[src/rtl/sort_pkg.sv]
// Shared types and the insertion compare used by every cell of the sorter.
package sort_pkg;

    typedef enum logic {
        LOAD  = 1'b0,
        DRAIN = 1'b1
    } state_t;

    // Widest item the shared compare accepts; callers zero-extend, so unsigned order is preserved.
    localparam int MAX_W = 64;

    // Strict compare: equal items never displace an existing equal, which keeps arrival order among ties.
    function automatic logic cmp_ins(input logic [MAX_W-1:0] a,
                                     input logic [MAX_W-1:0] b,
                                     input logic             desc);
        return desc ? (a > b) : (a < b);
    endfunction

endpackage

[src/rtl/sort_cell.sv]
// One compare-and-insert stage: inserts, shifts right on insert and shifts left on drain.
module sort_cell
    import sort_pkg::*;
#(
    parameter int DATA_W = 8
) (
    input  logic              clk,
    input  logic              rst,
    input  logic              accept,
    input  logic              pop,
    input  logic              mode,
    input  logic [DATA_W-1:0] in_data,
    input  logic              prev_ins,
    input  logic [DATA_W-1:0] prev_val,
    input  logic              prev_vld,
    input  logic [DATA_W-1:0] next_val,
    input  logic              next_vld,
    output logic              ins,
    output logic [DATA_W-1:0] val,
    output logic              vld
);

    logic [DATA_W-1:0] val_reg;
    logic              vld_reg;

    assign ins = !vld_reg || cmp_ins(MAX_W'(in_data), MAX_W'(val_reg), mode);
    assign val = val_reg;
    assign vld = vld_reg;

    // Load and drain never overlap, so accept and pop are mutually exclusive here.
    always_ff @(posedge clk or posedge rst) begin
        if (rst) begin
            val_reg <= '0;
            vld_reg <= 1'b0;
        end else if (accept) begin
            if (prev_ins) begin
                val_reg <= prev_val;
                vld_reg <= prev_vld;
            end else if (ins) begin
                val_reg <= in_data;
                vld_reg <= 1'b1;
            end
        end else if (pop) begin
            val_reg <= next_val;
            vld_reg <= next_vld;
        end
    end

endmodule

[src/rtl/sort_array.sv]
// Systolic insertion sorter: loads a frame one item per cycle, then streams it out sorted.
module sort_array
    import sort_pkg::*;
#(
    parameter int DATA_W = 8,
    parameter int DEPTH  = 8
) (
    input  logic              clk,
    input  logic              rst,
    input  logic              in_valid,
    output logic              in_ready,
    input  logic [DATA_W-1:0] in_data,
    input  logic              in_last,
    input  logic              descend,
    output logic              out_valid,
    input  logic              out_ready,
    output logic [DATA_W-1:0] out_data,
    output logic              out_last
);

    localparam int            CW      = $clog2(DEPTH + 1);
    localparam logic [CW-1:0] FULL_M1 = CW'(DEPTH - 1);
    localparam logic [CW-1:0] ONE     = CW'(1);

    state_t            state_reg, state_next;
    logic [CW-1:0]     count_reg;
    logic              mode_reg;
    logic              accept, pop;

    logic [DEPTH-1:0][DATA_W-1:0] vals;
    logic [DEPTH-1:0]             vlds;
    logic [DEPTH-1:0]             ins;

    assign in_ready  = (state_reg == LOAD);
    assign out_valid = (state_reg == DRAIN) && (count_reg != '0);
    assign out_data  = vals[0];
    assign out_last  = out_valid && (count_reg == ONE);
    assign accept    = in_valid && in_ready;
    assign pop       = out_valid && out_ready;

    always_ff @(posedge clk or posedge rst) begin
        if (rst) begin
            state_reg <= LOAD;
        end else begin
            state_reg <= state_next;
        end
    end

    always_comb begin
        state_next = state_reg;
        case (state_reg)
            LOAD: begin
                // A full array closes the frame even without in_last.
                if (accept && (in_last || count_reg == FULL_M1)) begin
                    state_next = DRAIN;
                end
            end
            DRAIN: begin
                if (pop && count_reg == ONE) begin
                    state_next = LOAD;
                end
            end
            default: state_next = LOAD;
        endcase
    end

    always_ff @(posedge clk or posedge rst) begin
        if (rst) begin
            count_reg <= '0;
            mode_reg  <= 1'b0;
        end else begin
            if (accept) begin
                count_reg <= count_reg + ONE;
                if (count_reg == '0) begin
                    mode_reg <= descend;
                end
            end else if (pop) begin
                count_reg <= count_reg - ONE;
            end
        end
    end

    // The mode register is stale for the first item, but every cell is empty then, so ins is 1 everywhere.
    generate
        for (genvar gi = 0; gi < DEPTH; gi++) begin : g_cell
            logic              prev_ins;
            logic [DATA_W-1:0] prev_val;
            logic              prev_vld;
            logic [DATA_W-1:0] next_val;
            logic              next_vld;

            if (gi == 0) begin : g_head
                assign prev_ins = 1'b0;
                assign prev_val = '0;
                assign prev_vld = 1'b0;
            end else begin : g_body
                assign prev_ins = ins[gi-1];
                assign prev_val = vals[gi-1];
                assign prev_vld = vlds[gi-1];
            end

            if (gi == DEPTH - 1) begin : g_tail
                assign next_val = '0;
                assign next_vld = 1'b0;
            end else begin : g_inner
                assign next_val = vals[gi+1];
                assign next_vld = vlds[gi+1];
            end

            sort_cell #(
                .DATA_W(DATA_W)
            ) u_cell (
                .clk     (clk),
                .rst     (rst),
                .accept  (accept),
                .pop     (pop),
                .mode    (mode_reg),
                .in_data (in_data),
                .prev_ins(prev_ins),
                .prev_val(prev_val),
                .prev_vld(prev_vld),
                .next_val(next_val),
                .next_vld(next_vld),
                .ins     (ins[gi]),
                .val     (vals[gi]),
                .vld     (vlds[gi])
            );
        end
    endgenerate

    // The last cell feeds no neighbour on the insert side.
    logic unused_tail;
    assign unused_tail = ^{ins[DEPTH-1], vlds[DEPTH-1], vals[DEPTH-1]};

endmodule
[config.mk]
export PLATFORM = sky130hd
export DESIGN_NAME = sort_array
export DESIGN_NICKNAME = d
export VERILOG_FILES = /design/src/rtl/sort_pkg.sv /design/src/rtl/sort_cell.sv /design/src/rtl/sort_array.sv
export SDC_FILE = /design/constraint.sdc
export NUM_CORES = 1
export LEC_CHECK = 0
export CORE_ASPECT_RATIO = 1.25
export CORE_MARGIN = 8
export CORE_UTILIZATION = 45
export CTS_BUF_LIST = sky130_fd_sc_hd__clkbuf_16
export DETAILED_ROUTE_END_ITERATION = 7
export GPL_ROUTABILITY_DRIVEN = 0
export PLACE_DENSITY = 0.72
export SLEW_MARGIN = 20
export SYNTH_ARGS = -nofsm -noshare
export SYNTH_HDL_FRONTEND = slang
export SYNTH_SLANG_ARGS = --single-unit
[constraint.sdc]
create_clock -name clk -period 4.4 [get_ports clk]
set_input_delay 0.44 -clock clk [delete_from_list [all_inputs] [get_ports clk]]
set_output_delay 0.44 -clock clk [all_outputs]
set_load 0.01 [all_outputs]
After elaboration in Yosys (flattened, before gate mapping). Cells that the tools add are included.

Register bits after elaboration: 78. Bits of input ports: 14. Output and inout bits: 11. Word-level logic and storage cells: 158.

Add/subtract/negate cells: 2. $lt $le $gt $ge: 16. Equality and inequality tests: 10. Mux-type cells: 75. Bitwise gates (word level): 1. Reductions and logical operators: 35.

Operators with widths (number): 2-to-1 mux 8 bit (31); > comparator 8 bit (8); < comparator 8 bit (8); 2-to-1 mux 1 bit (41); != test 3 x 1 -> 1 bit, second input constant (7); AND reduction 2 bit (9); logical OR 1 bit (9); logical NOT 1 bit (8); 2-to-1 mux 4 bit (2); logical AND 1 bit (6); adder 4 x 1 -> 4 bit, second input constant (1); == test 4 x 1 -> 1 bit, second input constant (1); == test 4 x 3 -> 1 bit, second input constant (1); logical NOT 4 bit (1); nonzero test 4 bit (1); subtractor 4 x 1 -> 4 bit, second input constant (1); != test 2 x 1 -> 1 bit, second input constant (1); one-hot mux 1 bit (2 select lines) (1); nonzero test 2 bit (1); NOT 1 bit (1).

Logic depth before layout (Yosys ltp). Gate-level depths: netlist (run 1).

Depth after elaboration: 6. Gate-level depth with buffers: 11. Mapped depth without buffers: 9.

Cells and area by module. From an unflattened synthesis (run 1), not the netlist that was laid out.

Cells, all modules: 972. Area total of the unflattened synthesis: 8446.9 sq um.

By module, submodules not included: sort_cell (times used 8, cells an instance 116, area an instance 1006.0 sq um); sort_array (times used 1, cells an instance 44, area an instance 399.1 sq um).

Worst setup path after synthesis (run 1). Ideal clock, no wire load.

Kind: input port to flip-flop. From: in in_data[0]. To: reg g_cell[2].u_cell.vld_reg. Data arrival time: 2.514 ns. Required time: 4.275 ns. Setup slack: 1.761 ns. Cell stages on the path: 10. Path buffers: 1. Cells stage by stage: inv_1 ha_1 nor2b_4 o211ai_2 a21oi_2 o31a_1 or4_1 buf_6 nand2_8 mux2_4.

Word-level cells in the longest chain between the ends: 5. Elaborated cells between the ends (all ways): 12.

Ends and longest elaborated chain: from (decl) (line sort_array.sv:12) `input logic [DATA_W-1:0] in_data,`; < comparator 8 bit or > comparator 8 bit (tied branches) (line sort_pkg.sv:16) `return desc ? (a > b) : (a < b);`; 2-to-1 mux 1 bit (line sort_pkg.sv:16); logical OR 1 bit (line sort_cell.sv:26) `assign ins = !vld_reg || cmp_ins(MAX_W'(in_data), MAX_W'(val_reg), mode);`; != test 3 x 1 -> 1 bit (no source line) or 2-to-1 mux 1 bit (tied branches); AND reduction 2 bit (no source line) or 2-to-1 mux 1 bit (tied branches); to (signal assigned) (line sort_cell.sv:38) `vld_reg <= prev_vld;`; to (signal assigned) (line sort_cell.sv:45) `vld_reg <= next_vld;`; to (decl) (line sort_cell.sv:24) `logic vld_reg;`.

Several ways; a longest one is shown, not always the timed one. A chain may end at the register's enable or synchronous reset.

Final worst setup path (run 1).
From: in in_data[1]. To: reg g_cell[5].u_cell.val_reg[1].

Word-level cells in the longest chain between the ends: 5. Elaborated cells between the ends (all ways): 13.

Ends and longest elaborated chain: < comparator 8 bit or > comparator 8 bit (tied branches) (line sort_pkg.sv:16); 2-to-1 mux 1 bit (line sort_pkg.sv:16); logical OR 1 bit (line sort_cell.sv:26); != test 3 x 1 -> 1 bit (no source line) or 2-to-1 mux 8 bit (tied branches); AND reduction 2 bit (no source line) or 2-to-1 mux 8 bit (tied branches); to (signal assigned) (line sort_cell.sv:37) `val_reg <= prev_val;`; to (signal assigned) (line sort_cell.sv:40) `val_reg <= in_data;`; to (signal assigned) (line sort_cell.sv:44) `val_reg <= next_val;`; to (decl) (line sort_cell.sv:23) `logic [DATA_W-1:0] val_reg;`.

Several ways; a longest one is shown, not always the timed one. The select of a mux whose other input is x is not followed.

==> results.tsv, run 1 <==
metric	value	unit
status	finished clean	
cp-start-kind	input port	
worstSetupPathType	in2reg	
ys_ff_latch	78	
synthDistinctLibCells	64	
postSynthCellCount	693	
final_max_slew_viol_count	0	
numCtsBuffers	9	
ir_worst_vdd	0.000350	V
hpwl	14300	um
yosys_warnings	0	
insertion_delay	340	ps
antenna_found_initial	0	
cp_max_fo	18	
core_area	13700	um2
viasPerCell	6.54	
start_util	0.455	
async_flop_share	1.00	
timing.fmax	283	MHz
rows	48	
final_hold_viol_count	0	
setup_tns	0	ps
hold_slack	384	ps
vias	5801	
setup_violations	0	
synth_edf_count	0	
worst_pin_slew	1010	ps
synth_area_per_cell	8.99	um2
grt_pass1_vias	5867	
io_buffer_count	24	
clk_pin_slew	60	ps
drive_gt1_frac	0.0969	
power_density	734	nW/um2
htree_num_levels	3	
drt-initial-drc-count	490	
ios	25	
dr_wl_met3	1170	um
slew_headroom	0.329	
drc	0	
wl_per_cell	21.5	um
syn-cell-area	6230	um2
syn_to_final_growth	11.1	%
leakagePower	0.00303	uW
wl_met1	7330	um
period_minus_slack	3540	ps
end_kind	flop	
highest_layer	met4	
grt_max_degree	66	
final_nets	788	
cts_resized	0	
chipHeight	148	um
postCtsSetupBuffers	0	
die_area	17900	um2
grt_pass1_wl	30800	um
cts-root-buf	clkbuf_16	
rsz0062_at_grt	no	
ctsHoldBuffers	0	
grt-ovfl-total	0	
largest_register_ff_count	64	
cts_buffer_depth	2	
wl_met2	9360	um
fp.dieW	121	um
drt_pass1_iterations	6	
cts_tree	done	
synth-seq-area-share	0.313	
ant_nets	0	
netlist.area_leader.share	0.313	
skew	8.26	ps
syn_nets	774	
diodes	0	
finalCritPeriodShare	0.804	
drt_wl_total	19000	um
synthTopCellsByArea	dfrtp_1 31%, ha_1 13%, inv_1 4.5%	
cts_sinks	78	
ys.flop_type	dfrtp_1	
synth_top_area_cell	dfrtp_1	
maxCapViolations	0	
hold_path_class	in2async	
cp.required	4620	ps
grt_usage	0.216	
arrival	3750	ps
==> worst paths after layout <==
| check | from | cells after the start | endpoint | slack (ps) |
|---|---|---|---|---|
| max in group asynchronous | rst | 3 | g_cell[6].u_cell.val[3] | 3220 |
| min in group clk | g_cell[7].u_cell.vld | 1 | g_cell[7].u_cell.vld | 530 |
| worst max register to register | g_cell[4].u_cell.val[1] | 9 | g_cell[5].u_cell.val[1] | 1270 |
| worst min-delay path | rst | 2 | g_cell[0].u_cell.val[4] | 380 |
| worst max-delay path | in_data[1] | 9 | g_cell[5].u_cell.val[1] | 860 |
| worst min register to register | g_cell[7].u_cell.vld | 1 | g_cell[7].u_cell.vld | 530 |
==> where the power goes <==
part | total (uW) | internal (uW) | switching (uW)
Combinational | 2970 | 1260 | 1710
Sequential | 1450 | 1070 | 378
Clock | 672 | 374 | 298
==> through the flow <==
step	setup slack [ps]	instances	area (um2)	utilization	power, uW
2_1_floorplan	1760	693	6230	-	3500
5_1_grt	690	887	6930	0.506	5460
4_1_cts	921	887	6930	0.506	5050
3_5_place_dp	562	871	6670	0.487	4370
6_report	864	887	6930	0.506	5090
3_3_place_gp	671	871	6670	0.487	4250
==> critical path: stages <==
cell             delay, ps
clkdlybuf4s50_1        810
ha_1                   340
nor2b_1                140
o211ai_1               200
a21o_1                 470
a21oi_1                170
a21boi_1               330
a41o_1                 470
mux2_1                 380
==> kinds of logic (layout without fill, tap and decap cells) <==
group / count (synthesis) / count (layout) / share of synthesized area
xor gates and xnor gates: 3 / 3 / 0.00422
and+or+nand+nor: 155 / 155 / 0.128
AOI/OAI and AO/OA: 230 / 230 / 0.269
adders and majority gates: 67 / 67 / 0.134
DFF: 78 / 78 / 0.313
muxes: 46 / 46 / 0.0787
buffers and inverters: 114 / 133 / 0.0729
==> routing by layer <==
metal,up-vias,global-route usage
met3,90,0.0305
met4,0,0.146
met1,2788,0.249
li1,2650,-
met2,273,0.362
met5,-,0
==> synthesized netlist by cell type (all sizes together), types with 3 or more instances <==
cell type,instances
dfrtp,78
inv,74
ha,67
a21oi,49
nor2,47
nand2,35
nand4,26
mux2i,25
clkbuf,24
o22ai,24
mux2,21
o211ai,18
o21ai,18
o32ai,16
buf,15
a31oi,12
a211oi,11
a21o,10
o221ai,10
a22o,9
a32o,9
nor2b,9
a32oi,8
nor3b,8
o31ai,8
or3,8
o2bb2ai,7
nand3,6
and3,5
a31o,4
nand2b,4
a21boi,3
and2,3
xnor2,3
==> area by class of cell <==
cell class	count	area, um2
inverter	75	283
clock buffer	9	225
sequential	78	1950
timing repair buffer	42	375
tap	175	219
multi-input combinational	501	3840
clock inverter	7	35.0
fill	1284	6770
==> cells in the final DEF, fill, tap and decap left out, types with 5 or more instances in the layout <==
master	instances
dfrtp_1	78
inv_1	76
ha_1	67
a21oi_1	46
nor2_1	45
nand2_1	34
nand4_1	26
mux2i_1	25
o22ai_1	24
clkdlybuf4s50_1	24
buf_4	18
o21ai_0	17
o211ai_1	17
mux2_2	16
o32ai_1	16
a211oi_1	11
a31oi_1	11
o221ai_1	10
a21o_1	10
a22o_1	9
a32o_1	9
clkbuf_16	9
a32oi_1	8
nor3b_1	8
or3_1	8
o31ai_1	8
nor2b_1	7
o2bb2ai_1	7
nand3_1	6
and3_1	5
Note: power is estimated with default switching activity, not from simulation.
==> run 2: changes to the inputs <==
clock period = 3.6 ns   (was 4.4 ns; I/O delays follow)
==> run 2 against run 1 <==
Utilization increased by 1.6 points; register-to-register slack lost 490 ps; setup slack lost 360 ps; non-clock buffer count increased by 20; die area is the same; sequential share of layout area is 0.88 points lower; critical endpoint is now g_cell[4].u_cell.val[1]; worst hold slack improved by 100 ps; power up 28%; via count about the same; global-route usage rose by 0.15 points; highest routed layer unchanged.
==> results.tsv, run 2 (synthesized netlist as in run 1, its figures left out) <==
metric	value	unit	change
status	finished clean		
n_fill_cell	1269		-1.2%
pwr-share-comb	0.572		-0.011
cp_num_buf_inv	2		+1
grt_util_met1	0.254		+0.00475
p_clk_frac	0.159		+0.027
period_minus_slack	3090	ps	
fin_cells	907		+2.3%
wl_per_cell	20.8	um	-2.9%
antenna_found_initial	0		unchanged
timing.fmax	323	MHz	
vias	5804		+0.052%
cp_max_fo	10		-8
die_area	17900	um2	unchanged
critical_path.cell_chain	clkdlybuf4s50_1, buf_4, ha_1, nor2b_1, o211ai_1, a21oi_1, or3_1, and3_1, a41oi_4, mux2i_1		
ctsHoldBuffers	0		unchanged
seqPwrFrac	0.269		-0.016
cp.required	3870	ps	-750 ps
final_nets	808		+2.5%
grt-ovfl-total	0		unchanged
drt-initial-drc-count	463		-5.5%
worstSetupPathType	in2reg		
cts-root-buf	clkbuf_16		
grt_pass1_vias	5954		+1.5%
drt_wl_total	18900	um	-0.72%
viasPerCell	6.40		-2.2%
r2r_cells	9		unchanged
numCtsBuffers	9		unchanged
grt_usage	0.217		+0.00145
leakagePower	0.00315	uW	+4.1%
drt_pass1_iterations	5		-1
rsz0062_at_grt	no		
maxCapViolations	0		unchanged
cp-startpoint	in_data[1]		
syn_to_final_growth	14.7	%	
worst_pin_slew	855	ps	-151 ps
use_met3	0.0225		-0.00802
end_kind	flop		
timing.final.ws_setup	505	ps	-358 ps
power_density	910	nW/um2	+24%
hold_path_class	in2async		
cp-start-kind	input port		
diodes	0		unchanged
timing.rr.end	g_cell[5].u_cell.val[7]		
start_util	0.455		unchanged
power_switching	2920	uW	+22%
ir_worst_vdd	0.000460	V	+31%
core_area	13700	um2	unchanged
cts_tree	done		
grt_max_degree	55		-17%
largest_register_ff_count	64		unchanged
postCtsSetupBuffers	0		unchanged
chipHeight	148	um	unchanged
drc	0		unchanged
grt_pass1_wl	30700	um	-0.43%
place_ws	209	ps	-353 ps
setup_tns	0	ps	unchanged
cpPeakStageDelay	670	ps	-140 ps
finalCritPeriodShare	0.860		
cts_resized	0		unchanged
slew_headroom	0.425		+0.0962
layout_commonest_cell	dfrtp_1		
grtUsageMet2	0.378		+0.0163
io_buffer_count	24		unchanged
fp.dieW	121	um	unchanged
critPathSlowestCell	clkdlybuf4s50_1		
r2r_slack	780	ps	-490 ps
final_hold_viol_count	0		unchanged
cp_top_family	buffers and inverters		
skew	7.55	ps	-0.708 ps
drive_gt1_frac	0.122		+0.0247
p_int	3590	uW	+33%
cts_buffer_depth	2		unchanged
htree_num_levels	3		unchanged
placedCellCount	891		+2.3%
hpwl	14300	um	+0.33%
rows	48		unchanged
clk_pin_slew	60	ps	about the same
arrival	3360	ps	-390 ps
final_cell_mix	78 x dfrtp_1, 76 x inv_1, 67 x ha_1		
insertion_delay	350	ps	about the same
hold_slack	487	ps	+104 ps
swShare	0.448		-0.0203
setup_violations	0		unchanged
final_max_slew_viol_count	0		unchanged
r2r-start	g_cell[4].u_cell.val[7]		
ant_nets	0		unchanged
ios	25		unchanged
grt.busiest_layer	met2		
cts_sinks	78		unchanged
## run 2: changes by cell type in the layout (fill, tap and decap cells not counted)
cell / delta
clkinv_2: -3
inv_4: +1
buf_4: +20
clkinv_4: -1
bufinv_16: +3
## run 2: worst max-delay path by stage
stage / to / slack (ps) / depth (start not counted)
after detailed placement: g_cell[4].u_cell.val[1] / 210 / 10
after floorplan: g_cell[2].u_cell.vld / 1040 / 10
after global placement: g_cell[5].u_cell.val[2] / 280 / 9
after global routing: g_cell[5].u_cell.val[7] / 380 / 10
after CTS: g_cell[4].u_cell.val[1] / 560 / 10
final: g_cell[4].u_cell.val[1] / 510 / 10
## run 2: metrics by stage
stage / power, uW / cell area (um2) / util
6_report: 6510 / 7150 / 0.522
5_1_grt: 6960 / 7150 / 0.522
4_1_cts: 6480 / 7150 / 0.522
3_5_place_dp: 5410 / 6820 / 0.498
3_3_place_gp: 5230 / 6820 / 0.498
2_1_floorplan: 4280 / 6230 / -
## run 2: power by group through the flow
stage	logic, uW	clock network (uW)	registers [uW]
floorplan	2680	0	1600
global placement	3500	0	1720
detailed placement	3660	0	1750
CTS	3690	1050	1740
global route	4090	1080	1790
finish	3720	1040	1750
## run 2: final cells by class
type	instances	area, um2	share of cell area
sequential	78	1950	0.273
clock buffer	9	225	0.0315
inverter	75	284	0.0397
multi-input combinational	501	3840	0.537
clock inverter	7	106	0.0149
timing repair buffer	62	526	0.0735
tap	175	219	0.0306
## run 2: metal layers
| metal | part of all wire | vias to the layer above | wire length (um) |
|---|---|---|---|
| met2 | 0.52 | 214 | 9780 |
| met5 | 0 | - | 0 |
| met4 | 0.032 | 0 | 611 |
| met3 | 0.048 | 45 | 905 |
| li1 | - | 2687 | - |
| met1 | 0.40 | 2858 | 7610 |
==> run 3: changes to the inputs <==
CTS_CLUSTER_DIAMETER = 100   (was default)
==> results of run 3 <==
Final layout, timing and power as in run 2 (identical DEF).
